## config.mk

```make
export PLATFORM = sky130hd
export DESIGN_NAME = riscv_v_bitwise_unit_flat
export DESIGN_NICKNAME = d
export VERILOG_FILES = /design/src/rtl/riscv_v_bitwise_unit_pkg.sv /design/src/rtl/riscv_v_bitwise_unit_if.sv /design/src/rtl/riscv_v_bitwise_unit_lane.sv /design/src/rtl/riscv_v_bitwise_unit.sv /design/src/flat_wrapper.sv
export SDC_FILE = /design/constraint.sdc
export NUM_CORES = 1
export LEC_CHECK = 0
export BUFFER_PORTS_ARGS = -buffer_cell sky130_fd_sc_hd__buf_2
export CORE_UTILIZATION = 42
export CTS_CLUSTER_DIAMETER = 60
export DETAILED_ROUTE_END_ITERATION = 8
export GPL_TIMING_DRIVEN = 0
export HOLD_SLACK_MARGIN = 0.12
export PLACE_DENSITY = 0.67
export SKIP_LAST_GASP = 1
export SYNTH_ARGS = -nofsm -noshare
export SYNTH_HDL_FRONTEND = slang
export SYNTH_HIERARCHICAL = 1
export SYNTH_SLANG_ARGS = --single-unit
```

## constraint.sdc

```tcl
create_clock -name clk -period 4.06 [get_ports clk]
set_input_delay 0.609 -clock clk [delete_from_list [all_inputs] [get_ports clk]]
set_output_delay 0.609 -clock clk [all_outputs]
set_load 0.1 [all_outputs]
```

## src/rtl/riscv_v_bitwise_unit_pkg.sv

```systemverilog
// riscv_v_pkg: shared definitions for the vector bitwise unit.
//   bitwise_op_e       - 3-bit function encoding (AND=0 ... NOR=7)
//   bitwise_apply      - element-wise function on OPND_W-wide operands
//   red_op_legalize    - maps a reduction op onto AND/OR/XOR
//   RED_ID_*           - reduction identity constants (inactive element value)
// Operands are carried at OPND_W bits; callers zero-extend and truncate,
// so ELEM_WIDTH may not exceed OPND_W.
package riscv_v_pkg;

  typedef enum logic [2:0] {
    OP_AND  = 3'd0,
    OP_OR   = 3'd1,
    OP_XOR  = 3'd2,
    OP_ANDN = 3'd3,
    OP_ORN  = 3'd4,
    OP_XNOR = 3'd5,
    OP_NAND = 3'd6,
    OP_NOR  = 3'd7
  } bitwise_op_e;

  localparam int unsigned OPND_W = 64;

  localparam logic [OPND_W-1:0] RED_ID_AND = {OPND_W{1'b1}};
  localparam logic [OPND_W-1:0] RED_ID_OR  = {OPND_W{1'b0}};
  localparam logic [OPND_W-1:0] RED_ID_XOR = {OPND_W{1'b0}};

  function automatic logic [OPND_W-1:0] bitwise_apply(bitwise_op_e op,
                                                      logic [OPND_W-1:0] a,
                                                      logic [OPND_W-1:0] b);
    logic [OPND_W-1:0] r;
    case (op)
      OP_AND:  r = a & b;
      OP_OR:   r = a | b;
      OP_XOR:  r = a ^ b;
      OP_ANDN: r = a & ~b;
      OP_ORN:  r = a | ~b;
      OP_XNOR: r = ~(a ^ b);
      OP_NAND: r = ~(a & b);
      OP_NOR:  r = ~(a | b);
      default: r = a & b;
    endcase
    return r;
  endfunction

  // Reductions only support AND/OR/XOR; every other code reduces as AND.
  function automatic bitwise_op_e red_op_legalize(bitwise_op_e op);
    bitwise_op_e r;
    case (op)
      OP_OR:   r = OP_OR;
      OP_XOR:  r = OP_XOR;
      default: r = OP_AND;
    endcase
    return r;
  endfunction

  function automatic logic [OPND_W-1:0] red_identity(bitwise_op_e op);
    logic [OPND_W-1:0] r;
    case (op)
      OP_OR:   r = RED_ID_OR;
      OP_XOR:  r = RED_ID_XOR;
      default: r = RED_ID_AND;
    endcase
    return r;
  endfunction

endpackage

```

## src/rtl/riscv_v_bitwise_unit_if.sv

```systemverilog
// riscv_v_bitwise_unit_if: beat-in / result-out handshake bundle.
//   master - producer side (drives in_*, out_ready)
//   slave  - the bitwise unit (drives in_ready, out_valid, out_S, out_last)
interface riscv_v_bitwise_unit_if #(
  parameter int unsigned DATA_WIDTH = 64,
  parameter int unsigned ELEM_WIDTH = 8
);
  localparam int unsigned NE = DATA_WIDTH / ELEM_WIDTH;

  logic                  in_valid;
  logic                  in_ready;
  logic [2:0]            in_op;
  logic                  in_red;
  logic [DATA_WIDTH-1:0] in_A;
  logic [DATA_WIDTH-1:0] in_B;
  logic [DATA_WIDTH-1:0] in_old;
  logic [NE-1:0]         in_mask;
  logic                  in_last;
  logic                  out_valid;
  logic                  out_ready;
  logic [DATA_WIDTH-1:0] out_S;
  logic                  out_last;

  modport master (
    output in_valid, in_op, in_red, in_A, in_B, in_old, in_mask, in_last, out_ready,
    input  in_ready, out_valid, out_S, out_last
  );

  modport slave (
    input  in_valid, in_op, in_red, in_A, in_B, in_old, in_mask, in_last, out_ready,
    output in_ready, out_valid, out_S, out_last
  );
endinterface

```

## src/rtl/riscv_v_bitwise_unit_lane.sv

```systemverilog
// riscv_v_bitwise_lane: one ELEM_WIDTH element of the bitwise unit.
//   op/a/b  - function and operands
//   old     - previous destination element, kept when the element is inactive
//   active  - element mask bit
//   res     - combinational result
module riscv_v_bitwise_lane
  import riscv_v_pkg::*;
#(
  parameter int unsigned ELEM_WIDTH = 8
) (
  input  bitwise_op_e           op,
  input  logic [ELEM_WIDTH-1:0] a,
  input  logic [ELEM_WIDTH-1:0] b,
  input  logic [ELEM_WIDTH-1:0] old,
  input  logic                  active,
  output logic [ELEM_WIDTH-1:0] res
);
  logic [OPND_W-1:0] a_x_s;
  logic [OPND_W-1:0] b_x_s;
  logic [OPND_W-1:0] f_x_s;

  // Widen operands to the package width, apply the op and select against old.
  always_comb begin
    a_x_s = {OPND_W{1'b0}};
    b_x_s = {OPND_W{1'b0}};
    a_x_s[ELEM_WIDTH-1:0] = a;
    b_x_s[ELEM_WIDTH-1:0] = b;
    f_x_s = bitwise_apply(op, a_x_s, b_x_s);
    if (active) begin
      res = f_x_s[ELEM_WIDTH-1:0];
    end else begin
      res = old;
    end
  end

  // The widened upper bits of the result carry no information.
  if (ELEM_WIDTH < OPND_W) begin : g_sink
    logic unused_hi_s;
    assign unused_hi_s = ^f_x_s[OPND_W-1:ELEM_WIDTH];
  end
endmodule

```

## src/rtl/riscv_v_bitwise_unit.sv

```systemverilog
// riscv_v_bitwise_unit: pipelined multi-beat vector bitwise unit.
//   clk, rst_n - clock, asynchronous active-low reset
//   bus        - riscv_v_bitwise_unit_if.slave (beat input, result output)
// One result register, 1-cycle latency, in_ready = !out_valid || out_ready.
// Element-wise results are mask-undisturbed. Reductions (vredand/or/xor)
// are compiled in only when RISCV_V_BITWISE_RED_EN is defined; otherwise
// in_red is ignored and every packet is element-wise.
module riscv_v_bitwise_unit
  import riscv_v_pkg::*;
#(
  parameter int unsigned DATA_WIDTH = 64,
  parameter int unsigned ELEM_WIDTH = 8,
  parameter int unsigned MAX_BEATS  = 8
) (
  input  logic                   clk,
  input  logic                   rst_n,
  riscv_v_bitwise_unit_if.slave  bus
);
  localparam int unsigned NE = DATA_WIDTH / ELEM_WIDTH;
  localparam int unsigned CW = $clog2(MAX_BEATS);
  localparam logic [CW-1:0] LAST_BEAT = CW'(MAX_BEATS - 1);

  logic [CW-1:0]         beat_cnt_r;
  bitwise_op_e           op_r;
  logic                  out_valid_r;
  logic [DATA_WIDTH-1:0] out_s_r;
  logic                  out_last_r;

  logic                  in_ready_s;
  logic                  accept_s;
  logic                  first_s;
  logic                  end_s;
  logic                  red_s;
  logic                  produce_s;
  bitwise_op_e           op_s;
  logic [DATA_WIDTH-1:0] ew_res_s;
  logic [DATA_WIDTH-1:0] res_next_s;

  assign in_ready_s    = !out_valid_r || bus.out_ready;
  assign accept_s      = bus.in_valid && in_ready_s;
  assign first_s       = (beat_cnt_r == {CW{1'b0}});
  // A packet ends on in_last or when the MAX_BEATS-th beat is accepted.
  assign end_s         = bus.in_last || (beat_cnt_r == LAST_BEAT);
  // op/red come from the bus on the first beat, from the latch afterwards.
  assign op_s          = first_s ? bitwise_op_e'(bus.in_op) : op_r;

  assign bus.in_ready  = in_ready_s;
  assign bus.out_valid = out_valid_r;
  assign bus.out_S     = out_s_r;
  assign bus.out_last  = out_last_r;

  for (genvar g = 0; g < NE; g++) begin : g_lane
    riscv_v_bitwise_lane #(.ELEM_WIDTH(ELEM_WIDTH)) u_lane (
      .op     (op_s),
      .a      (bus.in_A[g*ELEM_WIDTH +: ELEM_WIDTH]),
      .b      (bus.in_B[g*ELEM_WIDTH +: ELEM_WIDTH]),
      .old    (bus.in_old[g*ELEM_WIDTH +: ELEM_WIDTH]),
      .active (bus.in_mask[g]),
      .res    (ew_res_s[g*ELEM_WIDTH +: ELEM_WIDTH])
    );
  end

`ifdef RISCV_V_BITWISE_RED_EN
  logic                  red_r;
  logic [ELEM_WIDTH-1:0] acc_r;
  logic [ELEM_WIDTH-1:0] red_val_s;
  bitwise_op_e           red_op_s;
  logic [OPND_W-1:0]     fold_x_s;
  logic [OPND_W-1:0]     elem_x_s;

  assign red_s = first_s ? bus.in_red : red_r;

  // Fold the seed (first beat) or running accumulator with this beat's
  // elements; inactive elements fold in the identity and so contribute nothing.
  always_comb begin
    red_op_s = red_op_legalize(op_s);
    fold_x_s = {OPND_W{1'b0}};
    elem_x_s = {OPND_W{1'b0}};
    if (first_s) begin
      fold_x_s[ELEM_WIDTH-1:0] = bus.in_B[ELEM_WIDTH-1:0];
    end else begin
      fold_x_s[ELEM_WIDTH-1:0] = acc_r;
    end
    for (int i = 0; i < NE; i++) begin
      if (bus.in_mask[i]) begin
        elem_x_s = {OPND_W{1'b0}};
        elem_x_s[ELEM_WIDTH-1:0] = bus.in_A[i*ELEM_WIDTH +: ELEM_WIDTH];
      end else begin
        elem_x_s = red_identity(red_op_s);
      end
      fold_x_s = bitwise_apply(red_op_s, fold_x_s, elem_x_s);
    end
    red_val_s = fold_x_s[ELEM_WIDTH-1:0];
  end

  // Reduction mode latch and accumulator.
  always_ff @(posedge clk or negedge rst_n) begin
    if (!rst_n) begin
      red_r <= 1'b0;
      acc_r <= {ELEM_WIDTH{1'b0}};
    end else if (accept_s) begin
      if (first_s) begin
        red_r <= bus.in_red;
      end
      if (red_s) begin
        acc_r <= red_val_s;
      end
    end
  end

  // Reduction results carry the value in element 0, zeros elsewhere.
  always_comb begin
    produce_s  = !red_s || end_s;
    res_next_s = ew_res_s;
    if (red_s) begin
      res_next_s = {DATA_WIDTH{1'b0}};
      res_next_s[ELEM_WIDTH-1:0] = red_val_s;
    end else begin
      res_next_s = ew_res_s;
    end
  end
`else
  logic unused_red_s;
  assign unused_red_s = bus.in_red;
  assign red_s        = 1'b0;

  // Without reductions every accepted beat produces its element-wise result.
  always_comb begin
    produce_s  = !red_s;
    res_next_s = ew_res_s;
  end
`endif

  // Beat counter and op latch; the counter wraps to 0 at every packet end.
  always_ff @(posedge clk or negedge rst_n) begin
    if (!rst_n) begin
      beat_cnt_r <= {CW{1'b0}};
      op_r       <= OP_AND;
    end else if (accept_s) begin
      if (first_s) begin
        op_r <= bitwise_op_e'(bus.in_op);
      end
      if (end_s) begin
        beat_cnt_r <= {CW{1'b0}};
      end else begin
        beat_cnt_r <= beat_cnt_r + CW'(1'b1);
      end
    end
  end

  // Result register: load on a producing beat (replacing any result being
  // handed off this cycle), drop valid on handoff, hold otherwise.
  always_ff @(posedge clk or negedge rst_n) begin
    if (!rst_n) begin
      out_valid_r <= 1'b0;
      out_s_r     <= {DATA_WIDTH{1'b0}};
      out_last_r  <= 1'b0;
    end else if (accept_s) begin
      out_valid_r <= produce_s;
      if (produce_s) begin
        out_s_r    <= res_next_s;
        out_last_r <= end_s;
      end
    end else if (bus.out_ready) begin
      out_valid_r <= 1'b0;
    end
  end
endmodule

```

## src/flat_wrapper.sv

```systemverilog
// flat-port wrapper written by rule: the top's interface ports become plain ports
module riscv_v_bitwise_unit_flat import riscv_v_pkg::*;
#(
  parameter int unsigned DATA_WIDTH = 64,
  parameter int unsigned ELEM_WIDTH = 8,
  parameter int unsigned MAX_BEATS  = 8
)
  (clk, rst_n, bus_in_valid, bus_in_op, bus_in_red, bus_in_A, bus_in_B, bus_in_old, bus_in_mask, bus_in_last, bus_out_ready, bus_in_ready, bus_out_valid, bus_out_S, bus_out_last);
  riscv_v_bitwise_unit_if #(.DATA_WIDTH(DATA_WIDTH), .ELEM_WIDTH(ELEM_WIDTH)) bus_i ();
  input  logic clk;
  input  logic rst_n;
  input wire logic [$bits(bus_i.in_valid)-1:0] bus_in_valid;
  input wire logic [$bits(bus_i.in_op)-1:0] bus_in_op;
  input wire logic [$bits(bus_i.in_red)-1:0] bus_in_red;
  input wire logic [$bits(bus_i.in_A)-1:0] bus_in_A;
  input wire logic [$bits(bus_i.in_B)-1:0] bus_in_B;
  input wire logic [$bits(bus_i.in_old)-1:0] bus_in_old;
  input wire logic [$bits(bus_i.in_mask)-1:0] bus_in_mask;
  input wire logic [$bits(bus_i.in_last)-1:0] bus_in_last;
  input wire logic [$bits(bus_i.out_ready)-1:0] bus_out_ready;
  output wire logic [$bits(bus_i.in_ready)-1:0] bus_in_ready;
  output wire logic [$bits(bus_i.out_valid)-1:0] bus_out_valid;
  output wire logic [$bits(bus_i.out_S)-1:0] bus_out_S;
  output wire logic [$bits(bus_i.out_last)-1:0] bus_out_last;
  assign bus_i.in_valid = bus_in_valid;
  assign bus_i.in_op = bus_in_op;
  assign bus_i.in_red = bus_in_red;
  assign bus_i.in_A = bus_in_A;
  assign bus_i.in_B = bus_in_B;
  assign bus_i.in_old = bus_in_old;
  assign bus_i.in_mask = bus_in_mask;
  assign bus_i.in_last = bus_in_last;
  assign bus_i.out_ready = bus_out_ready;
  assign bus_in_ready = bus_i.in_ready;
  assign bus_out_valid = bus_i.out_valid;
  assign bus_out_S = bus_i.out_S;
  assign bus_out_last = bus_i.out_last;
  riscv_v_bitwise_unit #(.DATA_WIDTH(DATA_WIDTH), .ELEM_WIDTH(ELEM_WIDTH), .MAX_BEATS(MAX_BEATS)) u_core (.clk(clk), .rst_n(rst_n), .bus(bus_i));
endmodule
```

Word-level counts from Yosys, hierarchy flattened
Index checks and enable logic that the tools add are counted.
{"block": "word_totals", "reg_bits": 72, "input_bits": 209, "word_cells": 113}
{"block": "classes", "add_sub_neg": 1, "eq_ne": 8, "muxes": 20, "n_bitwise": 72, "n_reduce_logical": 7}
{"op": "$pmux 8 s8", "count": 8}
{"op": "$not 8->8", "count": 32}
{"op": "$and 8x8->8", "count": 16}
{"op": "$or 8x8->8", "count": 16}
{"op": "$mux 8", "count": 8}
{"op": "$xor 8x8->8", "count": 8}
{"op": "$eq 3x3->1 const B", "count": 5}
{"op": "$eq 3x2->1 const B", "count": 2}
{"op": "$logic_not 3->1", "count": 2}
{"op": "$mux 3", "count": 2}
{"op": "$add 3x1->3 const B", "count": 1}
{"op": "$eq 3x1->1 const B", "count": 1}
{"op": "$logic_or 1x1->1", "count": 2}
{"op": "$mux 1", "count": 2}
{"op": "$reduce_bool 2->1", "count": 1}
{"op": "$logic_and 1x1->1", "count": 1}
{"op": "$logic_not 1->1", "count": 1}

Depth between registers and ports, before layout
{"block": "logic_depth", "depth_word": 5, "mapped_depth": 11, "mapped_depth_nobuf": 9}

By module
The synthesis kept the hierarchy.
{"module": "riscv_v_bitwise_lane at u_core.g_lane[2].u_lane ...", "instances": 6, "cells_per_inst": 147, "area_each_um2": 1131.1, "seq_area_each_um2": 0.0}
{"module": "riscv_v_bitwise_unit", "instances": 1, "cells_per_inst": 170, "area_each_um2": 2864.0, "seq_area_each_um2": 1801.7}
{"module": "riscv_v_bitwise_lane at u_core.g_lane[0].u_lane", "instances": 1, "cells_per_inst": 144, "area_each_um2": 1149.9, "seq_area_each_um2": 0.0}
{"module": "riscv_v_bitwise_lane at u_core.g_lane[1].u_lane", "instances": 1, "cells_per_inst": 141, "area_each_um2": 1128.6, "seq_area_each_um2": 0.0}

Least setup slack after synthesis
Ideal clock, no wire load.
{"block": "synth_path", "kind": "reg-to-reg", "from": "register u_core.beat_cnt_r[0]", "to": "register u_core.out_s_r[3] (netlist: u_core/bus.out_S[3])", "setup_ns": 0.125, "arrival_time_ns": 2.626, "required_time_ns": 3.935, "slack_ns": 1.308, "stages_incl_launch_ff": 12, "path_buffers": 2, "period_less_slack_ns": 2.752, "cell_sequence": "dfrtp_1 > inv_1 > ha_1 > nor2b_1 > mux2_2 > buf_6 > nand2b_4 > buf_6 > o32a_1 > a221oi_1 > o22ai_1 > mux2_2"}
{"block": "synth_between", "elab_chain_len": 5, "elab_cells_between_ends": 12, "cone_classes": "eq/ne (7); mux (3); reduce/logical (2)"}
{"item": "from (decl)", "line": "riscv_v_bitwise_unit.sv:23", "source": "logic [CW-1:0] beat_cnt_r;"}
{"item": "from (signal assigned)", "line": "riscv_v_bitwise_unit.sv:137", "source": "beat_cnt_r <= {CW{1'b0}};"}
{"item": "from (signal assigned)", "line": "riscv_v_bitwise_unit.sv:144", "source": "beat_cnt_r <= {CW{1'b0}};"}
{"item": "from (signal assigned)", "line": "riscv_v_bitwise_unit.sv:146", "source": "beat_cnt_r <= beat_cnt_r + CW'(1'b1);"}
{"item": "$logic_not 3->1 *", "line": "riscv_v_bitwise_unit.sv:41", "source": "assign first_s = (beat_cnt_r == {CW{1'b0}});"}
{"item": "$mux 3 *", "line": "riscv_v_bitwise_unit.sv:45", "source": "assign op_s = first_s ? bitwise_op_e'(bus.in_op) : op_r;"}
{"item": "via u_core.op_s[0]", "line": "riscv_v_bitwise_unit.sv:35", "source": "bitwise_op_e op_s;"}
{"item": "$eq 3x3->1 (tied with other cells)", "line": "riscv_v_bitwise_unit_pkg.sv:31", "source": "case (op)"}
{"item": "$pmux 8 s8 *", "line": "riscv_v_bitwise_unit_pkg.sv:31"}
{"item": "$mux 8 *", "line": "riscv_v_bitwise_unit_lane.sv:29", "source": "if (active) begin"}
{"item": "via u_core.ew_res_s[3]", "line": "riscv_v_bitwise_unit.sv:36", "source": "logic [DATA_WIDTH-1:0] ew_res_s;"}
{"item": "to (signal assigned)", "line": "riscv_v_bitwise_unit.sv:156", "source": "out_s_r <= {DATA_WIDTH{1'b0}};"}
{"item": "to (signal assigned)", "line": "riscv_v_bitwise_unit.sv:161", "source": "out_s_r <= res_next_s;"}
{"item": "to (decl)", "line": "riscv_v_bitwise_unit.sv:26", "source": "logic [DATA_WIDTH-1:0] out_s_r;"}
Mark *: on every way through the listed nets, which the timed path passes. The rest lies on a longest branch.
A chain may end at the register's enable or synchronous reset.

Worst setup path after layout
Ends and elaborated chain as after synthesis.

==> flow_summary.json <==
{
  "initialDrtViolationCount": 807,
  "end_kind": "register",
  "leakage_nw": 7.11,
  "ys_async_sr_fraction_pct": 100,
  "cts_tree": "built",
  "grt_overflow": 0,
  "ys_top_cells_by_area": "ha_1 27%, dfrtp_1 15%, a21oi_1 6.8%",
  "ctsHoldBuffers": 0,
  "initial_core_util_pct": 42.8,
  "routed_via_density": 5.49,
  "antenna_found_initial": 16,
  "power.switching_mw": 5.04,
  "setup_viol": 0,
  "holdWs_ps": 242,
  "slew_violations": 0,
  "hold_path.class": "input pin to async pin",
  "drv_cap": 0,
  "drt_wl_total_mm": 34.7,
  "cts_sinks": 72,
  "die_y_um": 171,
  "synth_edf_count": 0,
  "die_w_um": 171,
  "cts_max_path_buffers": 2,
  "swShare_pct": 59.8,
  "netlist.area_leader.share_pct": 27.2,
  "p_int_mw": 3.39,
  "ys.warnings.count": 6,
  "synth_area_leader_cell": "ha_1",
  "yosysSeqAreaShare_pct": 15.1,
  "numCtsBuffers": 9,
  "critPathKind": "register to register",
  "ys_types": 48,
  "ant_nets": 0,
  "status": "finished clean",
  "synth_area_um2": 11900,
  "cts_resized": 0,
  "num_vias": 11000,
  "fillCellCount": 2679,
  "powerDensity_nw_per_um2": 598,
  "final_common_cell": "buf_2",
  "area_growth_pct": 18.0,
  "dp_hpwl_mm": 26.1,
  "grt_max_degree": 48,
  "io_buffers": 267,
  "clock_latency_ps": 350,
  "layout_common_cells": "288 x buf_2, 259 x ha_1, 163 x a21oi_1, 146 x inv_1, 72 x dfrtp_1",
  "synth_top_flop_cell": "dfrtp_1",
  "worst-path-max-fanout": 43,
  "peakVddDrop_mv": 0.538,
  "rsz0062_at_grt": "no",
  "htreeDepth": 3,
  "core_area_um2": 27900,
  "start_kind": "register",
  "cts_root_buf": "clkbuf_16",
  "fin_crit_sh_pct": 84.5,
  "cp.required_ps": 4290,
  "slew_headroom_pct": 37.9,
  "cp_data_arrival_time_ps": 3660,
  "routabilityCongestion": 0.875,
  "io_pins": 276,
  "first_pass_iters": 5,
  "grt_pass1_vias": 10900,
  "rows": 61,
  "die_area_um2": 29100,
  "drive_above_1_share_pct": 30.5,
  "grt_pass1_wl_mm": 54.7,
  "finalNetCount": 2084,
  "p_seq_share_pct": 13.9,
  "postCtsSetupBuffers": 0,
  "tightest_slew_ps": 931,
  "p_clk_share_pct": 9.7,
  "synth_fp_nets": 1805,
  "finalClockSkew_ps": 10.3,
  "cts.clk_slew.worst_paths_ps": 80,
  "final.setup.tns_ps": 0,
  "wl_per_cell_um": 17.3,
  "fmax_mhz": 291,
  "hold_violations": 0,
  "synthCells": 1337,
  "synth-seq-cells": 72,
  "syn_area_per_cell_um2": 8.92,
  "combPwrFrac_pct": 76.5,
  "route.detailed.drc": 0,
  "period_needed_ps": 3430,
  "track_usage_pct": 23.4
}
[Yosys cell counts (all sizes together), types with 7 or more instances]
cell type,instances
a31oi,12
o221a,36
nand2,28
nor3b,19
buf,67
nand2b,23
o21a,43
or3b,7
nor2,72
a21oi,199
o21ai,26
o221ai,12
ha,259
a211oi,15
nor3,7
mux2,79
mux2i,70
or3,8
inv,152
nor2b,17
o2bb2ai,7
a221oi,16
o22ai,43
dfrtp,72
a2111oi,8
clkbuf,16
[critical path, cell delays in order, from the launching register on]
cell	delay [ps]
dfrtp_1	380
inv_1	90
ha_1	140
nor2b_1	330
mux2_2	850
buf_4	320
nand2_2	130
o32a_1	310
a221oi_1	290
o22ai_1	150
mux2_2	280
[power groups by stage]
stage | clock network (mW) | registers, mW | logic, mW
floorplan | 0 | 3.23 | 3.01
global placement | 0 | 1.17 | 6.31
detailed placement | 0 | 1.18 | 6.38
CTS | 0.841 | 1.17 | 6.39
global route | 0.873 | 1.21 | 6.81
finish | 0.813 | 1.17 | 6.44
[sequential cells by signal, indices dropped and copies added, names as in the netlist]
register,count
u_core/beat_cnt_r,3
u_core/bus.out_last,1
u_core/op_r,3
u_core/bus.out_S,64
u_core/bus.out_valid,1
[layer usage]
| layer | global-route usage [%] | vias to the layer above | wire, µm |
|---|---|---|---|
| met5 | 0 | - | 79 |
| met4 | 7.21 | 12 | 607 |
| met3 | 5.11 | 51 | 2550 |
| met2 | 39.5 | 422 | 16500 |
| met1 | 29.4 | 5186 | 15000 |
| li1 | - | 5360 | - |
[kinds of logic (layout without fill, tap and decap cells)]
group / after synthesis / after routing / synth area share (%)
other: 0 / 10 / 0
AOI/OAI and AO/OA: 433 / 433 / 26.0
adders and majority gates: 259 / 259 / 27.2
DFF: 72 / 72 / 15.1
and+or+nand+nor: 189 / 189 / 8.33
muxes: 149 / 149 / 13.8
buffers and inverters: 235 / 519 / 9.58
[worst paths after layout]
path,from,endpoint,cells after the start,slack (ps)
worst max register to register,u_core/beat_cnt_r[0],u_core/bus.out_S[3],10,630
worst min-delay path,rst_n,u_core/bus.out_S[54],1,240
worst min register to register,u_core/bus.out_S[36],u_core/bus.out_S[36],1,500
max in group asynchronous,rst_n,u_core/bus.out_S[3],2,3200
worst max-delay path,u_core/beat_cnt_r[0],u_core/bus.out_S[3],10,630
min in group clk,u_core/bus.out_S[36],u_core/bus.out_S[36],1,500
[stage by stage]
step | util (%) | setup slack (ps) | instance area (µm²) | power (mW) | instances
3_5_place_dp | 49.4 | 696 | 13800 | 7.56 | 1983
3_3_place_gp | 49.3 | 749 | 13700 | 7.48 | 1982
5_1_grt | 50.5 | 475 | 14100 | 8.89 | 2005
4_1_cts | 50.5 | 670 | 14100 | 8.41 | 1999
6_report | 50.5 | 628 | 14100 | 8.42 | 2009
2_1_floorplan | - | 1310 | 11900 | 6.25 | 1337
[layout make-up]
| class | instances | area [µm²] | area share (%) |
|---|---|---|---|
| multi-input cells | 1030 | 8980 | 63.8 |
| flip-flops and latches | 72 | 1800 | 12.8 |
| repair buffers | 268 | 1370 | 9.70 |
| plain buffers | 83 | 572 | 4.06 |
| inverters | 152 | 571 | 4.05 |
| well taps | 378 | 473 | 3.36 |
| clock buffers | 9 | 225 | 1.60 |
| clock inverters | 7 | 61.3 | 0.435 |
| diodes | 10 | 25.0 | 0.178 |
(Power assumes the default switching activity.)
